`config.mk`:
```
export PLATFORM = sky130hd
export DESIGN_NAME = note_sequencer
export DESIGN_NICKNAME = d
export VERILOG_FILES = /design/src/rtl/note_seq_pkg.sv /design/src/rtl/melody_rom.sv /design/src/rtl/note_sequencer.sv
export SDC_FILE = /design/constraint.sdc
export NUM_CORES = 1
export LEC_CHECK = 0
export BUFFER_PORTS_ARGS = -buffer_cell sky130_fd_sc_hd__buf_4
export CAP_MARGIN = 20
export CORE_MARGIN = 1.5
export CORE_UTILIZATION = 60
export CTS_CLUSTER_DIAMETER = 200
export CTS_CLUSTER_SIZE = 28
export DETAILED_ROUTE_END_ITERATION = 6
export HOLD_SLACK_MARGIN = 0.12
export PLACE_DENSITY = 0.76
export RECOVER_POWER = 100
export REMOVE_ABC_BUFFERS = 1
export SLEW_MARGIN = 20
export SYNTH_ARGS = -nofsm -noshare
export SYNTH_HDL_FRONTEND = slang
export SYNTH_SLANG_ARGS = --single-unit
```
`constraint.sdc`:
```
create_clock -name i_clk -period 2.5 [get_ports i_clk]
set_clock_uncertainty 0.1 [all_clocks]
set_input_delay 0.25 -clock i_clk [delete_from_list [all_inputs] [get_ports i_clk]]
set_output_delay 0.25 -clock i_clk [all_outputs]
set_load 0.03 [all_outputs]
```
`src/rtl/note_seq_pkg.sv`:
```
// Shared types and constants for the melody sequencer: FSM states, note codes,
// pitch table and the default melody. The GAP state exists only with NOTE_SEQ_ARTIC_EN.
package note_seq_pkg;

    typedef enum logic [2:0] {
        ST_IDLE  = 3'd0,
        ST_FETCH = 3'd1,
        ST_LOAD  = 3'd2,
        ST_PLAY  = 3'd3,
`ifdef NOTE_SEQ_ARTIC_EN
        ST_GAP   = 3'd4,
`endif
        ST_DONE  = 3'd5
    } state_t;

    localparam logic [4:0] NOTE_REST = 5'd0;
    localparam logic [4:0] NOTE_END  = 5'd31;

    // Entry 0 is the lowest byte; each byte is {note[4:0], dur[2:0]}.
    typedef logic [31:0][7:0] melody_t;

    // Half-period counts, 12-TET descending from 119 (an octave halves the count).
    localparam logic [6:0] HP_TABLE [0:31] = '{
        7'd127, 7'd119, 7'd112, 7'd106, 7'd100, 7'd94,  7'd89,  7'd84,
        7'd79,  7'd75,  7'd71,  7'd67,  7'd63,  7'd60,  7'd56,  7'd53,
        7'd50,  7'd47,  7'd45,  7'd42,  7'd40,  7'd37,  7'd35,  7'd33,
        7'd32,  7'd30,  7'd28,  7'd27,  7'd25,  7'd24,  7'd22,  7'd127
    };

    localparam melody_t DEFAULT_MELODY = {
        {19{8'h00}},
        {NOTE_END, 3'd0},
        {5'd0, 3'd1}, {5'd1, 3'd3}, {5'd3, 3'd1}, {5'd5, 3'd1},
        {5'd6, 3'd1}, {5'd8, 3'd1}, {5'd0, 3'd0}, {5'd8, 3'd3},
        {5'd6, 3'd1}, {5'd5, 3'd1}, {5'd3, 3'd1}, {5'd1, 3'd1}
    };

endpackage

```
`src/rtl/melody_rom.sv`:
```
// 32x8 melody ROM with a registered read port (one cycle of latency).
module melody_rom
    import note_seq_pkg::*;
#(
    parameter melody_t MELODY = DEFAULT_MELODY
) (
    input  logic       i_clk,
    input  logic       i_rst,
    input  logic [4:0] i_addr,
    output logic [7:0] o_data
);

    localparam melody_t ROM = MELODY;

    logic [7:0] r_data;

    // Registered ROM read.
    always_ff @(posedge i_clk) begin
        if (i_rst) begin
            r_data <= 8'd0;
        end else begin
            r_data <= ROM[i_addr];
        end
    end

    assign o_data = r_data;

endmodule

```
`src/rtl/note_sequencer.sv`:
```
// Melody playback controller: walks melody_rom, drives hp/active per note, and
// produces the free-running synth_clk tick. Optional macro: NOTE_SEQ_ARTIC_EN (note gap).
module note_sequencer
    import note_seq_pkg::*;
#(
    parameter int      TICK_DIV  = 1000,
    parameter int      SYNTH_DIV = 16,
    parameter int      GAP_CYC   = 64,
    parameter melody_t MELODY    = DEFAULT_MELODY
) (
    input  logic       i_clk,
    input  logic       i_rst,
    input  logic       i_start,
    input  logic       i_stop,
    input  logic       i_loop_en,
    input  logic [7:0] i_tempo,
    output logic [6:0] o_hp,
    output logic       o_active,
    output logic       o_synth_clk,
    output logic       o_busy,
    output logic       o_done
);

    localparam int SUB_W = (TICK_DIV > 1) ? $clog2(TICK_DIV) : 1;
    localparam int SYN_W = (SYNTH_DIV > 1) ? $clog2(SYNTH_DIV) : 1;
    localparam logic [SUB_W-1:0] SUB_MAX = SUB_W'(TICK_DIV - 1);
    localparam logic [SYN_W-1:0] SYN_MAX = SYN_W'(SYNTH_DIV - 1);

    if (TICK_DIV < 1 || SYNTH_DIV < 1 || GAP_CYC < 1) begin : g_param_check
        $error("note_sequencer: TICK_DIV, SYNTH_DIV and GAP_CYC must be >= 1");
    end

    state_t           r_state;
    state_t           w_state_nx;
    logic [4:0]       r_addr,   w_addr_nx;
    logic [6:0]       r_hp,     w_hp_nx;
    logic             r_active, w_active_nx;
    logic             r_busy,   w_busy_nx;
    logic             r_done,   w_done_nx;
    logic [7:0]       r_tempo,  w_tempo_nx;
    logic [7:0]       r_beat,   w_beat_nx;
    logic [3:0]       r_beats,  w_beats_nx;
    logic [SUB_W-1:0] r_sub,    w_sub_nx;
    logic [SYN_W-1:0] r_syn_cnt;
    logic             r_synth_clk;
    logic [7:0]       w_rom_data;
    logic [4:0]       w_note;
    logic [2:0]       w_dur;
    logic             w_last_play;
`ifdef NOTE_SEQ_ARTIC_EN
    localparam int GAP_W = (GAP_CYC > 1) ? $clog2(GAP_CYC) : 1;
    localparam logic [GAP_W-1:0] GAP_MAX = GAP_W'(GAP_CYC - 1);
    logic [GAP_W-1:0] r_gap, w_gap_nx;
`endif

    melody_rom #(
        .MELODY (MELODY)
    ) u_rom (
        .i_clk  (i_clk),
        .i_rst  (i_rst),
        .i_addr (r_addr),
        .o_data (w_rom_data)
    );

    assign w_note      = w_rom_data[7:3];
    assign w_dur       = w_rom_data[2:0];
    // Last cycle of the note: final sub-tick of the final tempo step of the final beat.
    assign w_last_play = (r_sub == SUB_MAX) && (r_beat == r_tempo) && (r_beats == 4'd1);

    // Next-state and next-output logic of the playback FSM.
    always_comb begin
        w_state_nx  = r_state;
        w_addr_nx   = r_addr;
        w_hp_nx     = r_hp;
        w_active_nx = r_active;
        w_done_nx   = 1'b0;
        w_tempo_nx  = r_tempo;
        w_beat_nx   = r_beat;
        w_beats_nx  = r_beats;
        w_sub_nx    = r_sub;
`ifdef NOTE_SEQ_ARTIC_EN
        w_gap_nx    = r_gap;
`endif
        if (i_stop) begin
            w_state_nx  = ST_IDLE;
            w_active_nx = 1'b0;
            w_addr_nx   = 5'd0;
        end else begin
            case (r_state)
                ST_IDLE, ST_DONE: begin
                    if (i_start) begin
                        w_state_nx = ST_FETCH;
                        w_addr_nx  = 5'd0;
                    end else begin
                        w_state_nx = r_state;
                    end
                end
                ST_FETCH: begin
                    w_state_nx = ST_LOAD;
                end
                ST_LOAD: begin
                    if (w_note == NOTE_END) begin
                        if (i_loop_en) begin
                            w_addr_nx  = 5'd0;
                            w_state_nx = ST_FETCH;
                        end else begin
                            w_active_nx = 1'b0;
                            w_done_nx   = 1'b1;
                            w_state_nx  = ST_DONE;
                        end
                    end else begin
                        if (w_note == NOTE_REST) begin
                            w_active_nx = 1'b0;
                        end else begin
                            w_hp_nx     = HP_TABLE[w_note];
                            w_active_nx = 1'b1;
                        end
                        w_beats_nx = {1'b0, w_dur} + 4'd1;
                        w_tempo_nx = i_tempo;
                        w_beat_nx  = 8'd0;
                        w_sub_nx   = {SUB_W{1'b0}};
                        w_state_nx = ST_PLAY;
                    end
                end
                ST_PLAY: begin
                    if (w_last_play) begin
                        w_addr_nx = r_addr + 5'd1;
`ifdef NOTE_SEQ_ARTIC_EN
                        w_state_nx  = ST_GAP;
                        w_active_nx = 1'b0;
                        w_gap_nx    = {GAP_W{1'b0}};
`else
                        w_state_nx  = ST_FETCH;
`endif
                    end else if (r_sub == SUB_MAX) begin
                        w_sub_nx = {SUB_W{1'b0}};
                        if (r_beat == r_tempo) begin
                            w_beat_nx  = 8'd0;
                            w_beats_nx = r_beats - 4'd1;
                        end else begin
                            w_beat_nx  = r_beat + 8'd1;
                        end
                    end else begin
                        w_sub_nx = r_sub + SUB_W'(1);
                    end
                end
`ifdef NOTE_SEQ_ARTIC_EN
                ST_GAP: begin
                    if (r_gap == GAP_MAX) begin
                        w_state_nx = ST_FETCH;
                    end else begin
                        w_gap_nx   = r_gap + GAP_W'(1);
                    end
                end
`endif
                default: begin
                    w_state_nx  = ST_IDLE;
                    w_active_nx = 1'b0;
                    w_addr_nx   = 5'd0;
                end
            endcase
        end
        w_busy_nx = (w_state_nx != ST_IDLE) && (w_state_nx != ST_DONE);
    end

    // FSM state and registered outputs.
    always_ff @(posedge i_clk) begin
        if (i_rst) begin
            r_state  <= ST_IDLE;
            r_addr   <= 5'd0;
            r_hp     <= 7'd127;
            r_active <= 1'b0;
            r_busy   <= 1'b0;
            r_done   <= 1'b0;
            r_tempo  <= 8'd0;
            r_beat   <= 8'd0;
            r_beats  <= 4'd0;
            r_sub    <= {SUB_W{1'b0}};
`ifdef NOTE_SEQ_ARTIC_EN
            r_gap    <= {GAP_W{1'b0}};
`endif
        end else begin
            r_state  <= w_state_nx;
            r_addr   <= w_addr_nx;
            r_hp     <= w_hp_nx;
            r_active <= w_active_nx;
            r_busy   <= w_busy_nx;
            r_done   <= w_done_nx;
            r_tempo  <= w_tempo_nx;
            r_beat   <= w_beat_nx;
            r_beats  <= w_beats_nx;
            r_sub    <= w_sub_nx;
`ifdef NOTE_SEQ_ARTIC_EN
            r_gap    <= w_gap_nx;
`endif
        end
    end

    // Free-running synth tick; deliberately ignores stop and the FSM.
    always_ff @(posedge i_clk) begin
        if (i_rst) begin
            r_syn_cnt   <= {SYN_W{1'b0}};
            r_synth_clk <= 1'b0;
        end else if (r_syn_cnt == SYN_MAX) begin
            r_syn_cnt   <= {SYN_W{1'b0}};
            r_synth_clk <= ~r_synth_clk;
        end else begin
            r_syn_cnt   <= r_syn_cnt + SYN_W'(1);
        end
    end

    assign o_hp        = r_hp;
    assign o_active    = r_active;
    assign o_busy      = r_busy;
    assign o_done      = r_done;
    assign o_synth_clk = r_synth_clk;

endmodule

```
* Yosys cells after proc, flatten, opt, wreduce, memory -nomap -nowiden
Memory sizes are Yosys's and may differ from the RTL's. A register that Yosys moved wholly into a read port is not among the register bits.
Index checks and enable logic that the tools add are counted.
W data, S select, Z words.
** Word-level totals
- Bits in registers :: 46
- ROM bits :: 480
- Input port bits :: 13
- Output and inout bits :: 11
- Logic and storage cells :: 95
- Memories kept :: 2
** Memories
- (name not given) :: depth 32, bits a word 8, read ports 1, clocked after memory_dff 1, write ports 0, RTL line melody_rom.sv:22 : r_data <= ROM[i_addr];
- (name not given) :: depth 32, bits a word 7, read ports 1, clocked after memory_dff 1, write ports 0, RTL line note_sequencer.sv:115 : w_hp_nx = HP_TABLE[w_note];
** Cells by class
- $add $sub $neg :: 6
- Eq/ne operators :: 19
- Mux-type cells :: 30
- Bitwise operators :: 8
- Reduce and logical (&&, ||, !) cells :: 19
** Operators with widths (number)
- $mux W8 :: 4
- $mux W10 :: 3
- $mux W5 :: 4
- $pmux W10 S2 :: 1
- $pmux W5 S4 :: 1
- $mux W4 :: 4
- $ne A2 B2 Y1 const B :: 8
- $pmux W8 S2 :: 1
- $mux W3 :: 5
- $pmux W3 S4 :: 1
- $add A10 B1 Y10 const B :: 1
- $eq A10 B10 Y1 const B :: 1
- $reduce_and A5 Y1 :: 2
- $add A8 B1 Y8 const B :: 1
- $eq A8 B8 Y1 :: 1
- $pmux W4 S2 :: 1
- $reduce_and A4 Y1 :: 2
- $reduce_or A4 Y1 :: 2
- $not A1 Y1 :: 7
- $eq A3 B2 Y1 const B :: 2
- $ne A3 B3 Y1 const B :: 2
- $not A5 Y6 :: 1
- $reduce_and A6 Y1 :: 1
- $reduce_or A2 Y1 :: 3
- other kinds (18) :: 23

* Longest topological paths before layout
Gate-level depths: netlist of the first run.
- Depth in word-level cells :: 8
- Gate-level depth with buffers :: 8
- Mapped depth without buffers :: 7

* Modules after synthesis
A second synthesis of the first run with hierarchy kept.
** Unflattened totals
- Cells, all modules :: 400
- Area, all modules :: 3373.2 µm²
** Modules (own cells, without submodules)
- note_sequencer :: times used 1, cells an instance 368, area an instance 3065.4 µm², sequential area each 1061.0 µm²
- melody_rom :: times used 1, cells an instance 32, area an instance 307.8 µm², sequential area each 140.1 µm²

* Least setup slack after synthesis of the first run
Ideal clock, no wire load.
- Kind :: register to register
- Start :: register r_sub[0]
- End :: register r_sub[3]
- Setup time :: 0.070 ns
- Arrival time :: 1.911 ns
- Setup slack :: 0.419 ns
- Stages on the path, launching flop included :: 8
- Buffers on the path :: 1
- Clock period less this slack :: 2.081 ns
- Cells stage by stage :: dfxtp_1 -> ha_1 -> and4bb_2 -> and4_1 -> and4_1 -> clkbuf_1 -> or4_1 -> a21oi_1
** Between the ends
- Word-level cells in the longest chain between the ends :: 5
** RTL lines
- start: declaration :: RTL line note_sequencer.sv:43 : logic [SUB_W-1:0] r_sub, w_sub_nx;
- start signal: assignment :: RTL line note_sequencer.sv:178 : r_sub <= {SUB_W{1'b0}};
- start signal: assignment :: RTL line note_sequencer.sv:192 : r_sub <= w_sub_nx;
- branches (longest 5 deep; another with $add A10 B1 Y10)
Parallel ways; which one is timed is not known. The select of a mux whose other input is x is not followed.
A chain may end at the register's enable or synchronous reset.

* Worst setup path in the final report of the first run
- Start :: register r_state[2]
- End :: register r_beats[3]
** Between the ends
- Word-level cells in the longest chain between the ends :: 3
** RTL lines
- start: declaration :: RTL line note_sequencer.sv:33 : state_t r_state;
- start signal: assignment :: RTL line note_sequencer.sv:183 : r_state <= w_state_nx;
- $eq A3 B2 Y1 :: RTL line note_sequencer.sv:89 : case (r_state)
- $ne A2 B2 Y1 (no line) or $reduce_bool A2 Y1 (tied branches)
- $reduce_and A6 Y1 (no line)
- end signal: assignment :: RTL line note_sequencer.sv:191 : r_beats <= w_beats_nx;
- end: declaration :: RTL line note_sequencer.sv:42 : logic [3:0] r_beats, w_beats_nx;
Several ways; a longest one is shown, not always the timed one.

==> results of run 1 <==
## cell type report
| class | instances | area [um^2] |
|---|---|---|
| multi-input cells | 297 | 1979 |
| fillers | 404 | 1389 |
| repair buffers | 44 | 307.8 |
| clock buffers | 11 | 141.4 |
| flip-flops and latches | 60 | 1201 |
| clock inverters | 5 | 75.07 |
| inverters | 15 | 56.30 |
| well taps | 70 | 87.58 |
## worst max-delay path: stages (launching register included)
cell	delay, ns
dfxtp_1	0.39
or3b_1	0.47
or3_1	0.38
a22o_1	0.27
or2_0	0.29
o41ai_1	0.30
## how the worst max path moves through the flow
stage,slack [ns],depth (start not counted),endpoint,start
after floorplan,0.19,5,r_beats[3],r_state[1]
after global placement,0.16,4,o_hp[6],r_state[2]
after detailed placement,0.09,5,o_hp[3],u_rom.o_data[4]
after CTS,0.04,4,o_hp[3],r_state[2]
after global routing,0.02,6,r_beats[3],u_rom.o_data[4]
final,0.19,5,r_beats[3],r_state[2]
## synth_stat cells, drive strengths merged, types with 2 or more instances
cell type | number | share of area
or2 | 2 | 0.0038
o311ai | 6 | 0.016
nand2b | 11 | 0.021
mux4 | 2 | 0.014
and4bb | 2 | 0.0075
ha | 18 | 0.068
xor2 | 9 | 0.024
xnor2 | 6 | 0.016
a211oi | 7 | 0.016
nand2 | 44 | 0.050
nor2b | 2 | 0.0038
clkbuf | 21 | 0.024
o211ai | 5 | 0.011
o31ai | 4 | 0.0090
and4 | 5 | 0.013
o21bai | 2 | 0.0045
nor3 | 11 | 0.018
dfxtp | 60 | 0.36
or4 | 2 | 0.0045
nor3b | 4 | 0.0090
inv | 15 | 0.017
o21ai | 16 | 0.024
or3 | 4 | 0.0075
a211o | 4 | 0.011
and2 | 3 | 0.0056
nor2 | 22 | 0.025
a31oi | 13 | 0.024
mux2i | 9 | 0.027
and3 | 10 | 0.019
buf | 4 | 0.0049
nand4 | 7 | 0.013
nand3b | 3 | 0.0068
a21oi | 31 | 0.047
nand3 | 13 | 0.020
nor4 | 4 | 0.011
or3b | 2 | 0.0053
## power groups by stage
stage	logic [W]	registers [W]	clock network [W]
3_3_place_gp	0.0000982	0.000996	0
3_5_place_dp	0.0000995	0.000996	0
2_1_floorplan	0.0000480	0.00100	0
4_1_cts	0.000112	0.000975	0.000978
6_report	0.000110	0.000975	0.000967
5_1_grt	0.000122	0.000975	0.00102
## what timing repair did
action	in CTS	in global routing
endpoints found under the hold margin	10	0
setup buffers	0	0
hold buffers	10	0
resized for setup	0	2
endpoints found under the setup margin	0	5
## metrics by stage
stage / power [W] / worst slack (ns) / cells / hold slack, ns / util
after detailed placement: 0.001096 / 0.08854 / 476 / 0.3606 / 0.6830
after global placement: 0.001094 / 0.1602 / 476 / 0.3483 / 0.6830
final: 0.002052 / 0.1889 / 502 / 0.1753 / 0.7348
after floorplan: 0.001049 / 0.1938 / 372 / 0.2191 / -
after global routing: 0.002113 / 0.01846 / 502 / 0.1909 / 0.7348
after CTS: 0.002064 / 0.03939 / 502 / 0.1701 / 0.7434
## registers in the layout, summed over array words and instances, names as in the netlist
register / cells
r_state: 3
r_beats: 4
o_active: 1
r_tempo: 8
o_done: 1
o_busy: 1
r_addr: 5
r_beat: 8
u_rom.o_data: 7
o_synth_clk: 1
r_syn_cnt: 4
r_sub: 10
o_hp: 7
## metal layers
| layer | share of wire | GRT usage | vias to the layer above |
|---|---|---|---|
| met4 | 0.016 | 0.1182 | 0 |
| li1 | - | - | 1507 |
| met5 | 0 | 0 | - |
| met2 | 0.44 | 0.3930 | 60 |
| met1 | 0.50 | 0.3424 | 1357 |
| met3 | 0.045 | 0.05412 | 14 |
## cell families (layout without fill, tap and decap cells)
kind of cell               after synthesis  count (layout)
AOI/OAI and AO/OA                       99              99
xor gates and xnor gates                15              15
adders and majority gates               18              18
buffers and inverters                   40              75
DFF                                     60              60
muxes                                   12              12
and+or+nand+nor                        153             153
==> flow_summary.yaml, run 1 <==
clocking:
  clk_pin_slew_worst_paths_ns: 0.07
  cts_root_buffer: "clkbuf_8"
  cts_tree: "yes"
  htreeDepth: 3
  clock_sinks: 60
  cts_buffer_depth: 2
  clock_latency_ns: 0.35
  cts_buffers: 9
worst_setup_path:
  crit_fanout: 11
  required_ns: 2.65
  worstSetupPathType: "flip-flop to flip-flop"
  reg2reg_to: "r_beats[3]"
  crit_path_start_kind: "flip-flop"
  worstPathArrival_ns: 2.46
  r2r_setup_slack_ns: 0.19
  r2r_cells: 5
  end_kind: "flip-flop"
  rr_startpoint: "r_state[2]"
sta:
  finalCriticalPeriod_ns: 2.311
  fmax_mhz: 432.7
  setup_tns_ns: 0
  finalHoldViolCount: 0
  tightest_slew_ns: 0.5865
  rsz0062_at_grt: "false"
  slew_headroom: 0.6055
  slew_violations: 0
  setup_viol: 0
  finalCritPeriodShare: 0.9245
routing:
  drc: 0
  drt_wl_total_um: 7025
  drt_iter0_markers: 212
  drtAntennaViolNets: 0
  routedWlPerCell_um: 13.99
  num_vias: 2938
  first_pass_iters: 4
  vias_per_cell: 5.853
cells_and_area:
  final_common_cell: "dfxtp_1"
  nets: 458
  final_cell_area_um2: 3849
  syn_to_final_growth_pct: 15.60
  layout_common_cells: "dfxtp_1, nand2_1, a21oi_1, nor2_1, buf_4"
  drive_above_1_share: 0.1088
  diodes: 0
synthesis:
  synth_mux_area_frac: 0.04397
  ys_seq_elements: 60
  synth_edf_count: 0
  synthFlopType: "dfxtp_1"
  synthSimpleGateAreaFrac: 0.2480
  synthAdderAreaFrac: 0.06764
  synth_warnings: 0
  seq_area_frac_synth: 0.3608
  synth_cells: 397
  netlist_area_um2: 3329
  synth_compound_gate_area_share: 0.1947
  yosys.area_share.xor_xnor: 0.03946
  async_flop_share: 0
  synth_top_family_by_area: "simple AND/OR/NAND/NOR gates"
  yosys.cell_types.count: 55
  syn_avg_cell_area_um2: 8.387
worst_hold_path:
  hp-start: "i_stop"
  hold_class: "input port to flip-flop"
  hold-path-endpoint: "o_active"
  whs_path_depth: 3
global_routing:
  antenna_found_initial: 0
  grt_max_degree: 32
  grt_usage: 0.2556
  grt-ovfl-total: 0
  grt_pass1_vias: 2680
  grt_pass1_wl_um: 12270
power:
  p_seq_frac: 0.475
  p_leak_nw: 1.463
  net-switching-power_w: 0.0004525
  power.share.combinational: 0.054
  p_per_area_nw_per_um2: 533.3
  clockPowerShare: 0.471
  ir_worst_vdd_v: 0.0003852
  p_int_w: 0.001600
  p_sw_frac: 0.2205
place:
  port_buffers: 23
  gp_congestion: 0.9048
  place_area_um2: 3577
  dp_hpwl_um: 4900
run_status:
  status: "complete, no violations"
floorplanning:
  die_h_um: 77.49
  initial_utilization: 0.6357
  coreArea_um2: 5238
  rows: 26
  die_w_um: 77.49
  io_pins: 24
  dieArea_um2: 6005
job:
  max_cap_viol_count: 0
Note: power is estimated with default switching activity, not from simulation.
==> inputs of run 2 (changes only) <==
- CORE_MARGIN: 1.5 -> 8
- CORE_UTILIZATION: 60 -> 47
- PLACE_DENSITY: 0.76 -> 0.62
- SKIP_CTS_REPAIR_TIMING: default -> 1
==> flow_summary.yaml, run 2 (synthesis gave the netlist of run 1 again) <==
global_routing:
  antenna_found_initial: 0
  grt_pass1_wl_um: 12430
  grt_usage: 0.1509
  grt_pass1_vias: 2661
  grt-ovfl-total: 0
  grt_max_degree: 32
floorplanning:
  dieArea_um2: 10030
  initial_utilization: 0.4874
  io_pins: 24
  rows: 30
  die_h_um: 100.2
  coreArea_um2: 6832
  die_w_um: 100.2
sta:
  finalCritPeriodShare: 0.9180
  fin_hold_ws_ns: 0.1540
  finalHoldViolCount: 0
  tightest_slew_ns: 0.6413
  slew_headroom: 0.5725
  rsz0062_at_grt: "false"
  setup_tns_ns: 0
  fmax_mhz: 435.7
  setup_viol: 0
  slew_violations: 0
  fin_ws_ns: 0.2050
  finalCriticalPeriod_ns: 2.295
cells_and_area:
  drive_above_1_share: 0.1090
  diodes: 0
  final_cell_area_um2: 3849
  fin_cells: 527
  layout_common_cells: "dfxtp_1, nand2_1, a21oi_1, nor2_1, buf_4"
  nets: 458
  largest_register: "r_sub"
  syn_to_final_growth_pct: 15.60
  largest_reg_flops: 10
  final_common_cell: "dfxtp_1"
  reg.largest.list: "r_sub x10, r_beat x8, r_tempo x8"
place:
  gp_congestion: 0.8994
  dp_hpwl_um: 5196
  place_area_um2: 3625
  dp_slack_ns: 0.09637
  port_buffers: 23
  place_inst: 504
power:
  net-switching-power_w: 0.0004393
  clockPowerShare: 0.438
  p_per_area_nw_per_um2: 501.7
  power.share.combinational: 0.057
  ir_worst_vdd_v: 0.0003021
  p_int_w: 0.001492
  p_seq_frac: 0.505
  p_sw_frac: 0.2275
  p_leak_nw: 1.450
clocking:
  clock_sinks: 60
  cts_tree: "yes"
  htreeDepth: 3
  cts_root_buffer: "clkbuf_8"
  clk_pin_slew_worst_paths_ns: 0.07
  clock_latency_ns: 0.33
  cts_buffer_depth: 2
  cts_buffers: 9
routing:
  drt_wl_total_um: 7277
  num_vias: 2848
  vias_per_cell: 5.404
  drc: 0
  drt_iter0_markers: 157
  drtAntennaViolNets: 0
  routedWlPerCell_um: 13.81
  first_pass_iters: 4
run_status:
  status: "complete, no violations"
worst_setup_path:
  crit_path_start_kind: "flip-flop"
  worstSetupPathType: "flip-flop to flip-flop"
  crit_chain: "or3b_1 -> or3_1 -> a22o_1 -> or2_0 -> o41ai_2"
  crit_fanout: 11
  worst_path_largest_cell_delay_ns: 0.47
  required_ns: 2.64
  end_kind: "flip-flop"
  worstPathArrival_ns: 2.44
  crit_slowest_cell: "or3b_1"
worst_hold_path:
  hold_class: "input port to flip-flop"
job:
  max_cap_viol_count: 0
==> run 2: cell types whose count changed in the layout (fill, tap and decap cells not counted), sizes merged <==
cell | previous run | this run
buf | 21 | 22
dlygate4sd3 | 10 | 8
bufinv | 2 | 1
clkinvlp | 0 | 1
==> run 2: path summary, 6_finish.rpt <==
path                    from          to  slack [ns]  cells after the start
setup / recovery  r_state[2]  r_beats[3]        0.20                      5
hold / removal     i_loop_en      o_done        0.15                      4
hold reg to reg      o_hp[5]     o_hp[5]        0.36                      1
setup reg to reg  r_state[2]  r_beats[3]        0.20                      5
==> run 2: layer usage <==
metal	GRT usage	routed length, um
met5	0	0
met1	0.2000	3756
met4	0.06977	83
met2	0.2292	3237
met3	0.02976	199
==> run 2: power by group through the flow <==
stage	clock network (W)	registers [W]	logic (W)
floorplan	0	0.00100	0.0000480
CTS	0.000875	0.000975	0.000104
global placement	0	0.000996	0.000103
finish	0.000846	0.000975	0.000110
global route	0.000914	0.000976	0.000122
detailed placement	0	0.000997	0.000103
==> run 2: area by class of cell <==
class | instances | area (um^2)
fillers | 672 | 2983
multi-input cells | 297 | 1983
flip-flops and latches | 60 | 1201
repair buffers | 44 | 297.8
clock buffers | 10 | 137.6
well taps | 96 | 120.1
inverters | 15 | 56.30
clock inverters | 5 | 52.55
==> run 2: per-stage QoR <==
stage / total power, W / util
3_3_place_gp: 0.001099 / 0.5306
3_5_place_dp: 0.001100 / 0.5306
5_1_grt: 0.002011 / 0.5634
6_report: 0.001931 / 0.5634
2_1_floorplan: 0.001049 / -
4_1_cts: 0.001954 / 0.5584
==> run 2: critical path, delay by kind of cell, from the launching register on <==
family | cells | cell delay [ns]
AOI/OAI and AO/OA | 2 | 0.54
and+or+nand+nor | 3 | 1.15
DFF | 1 | 0.41
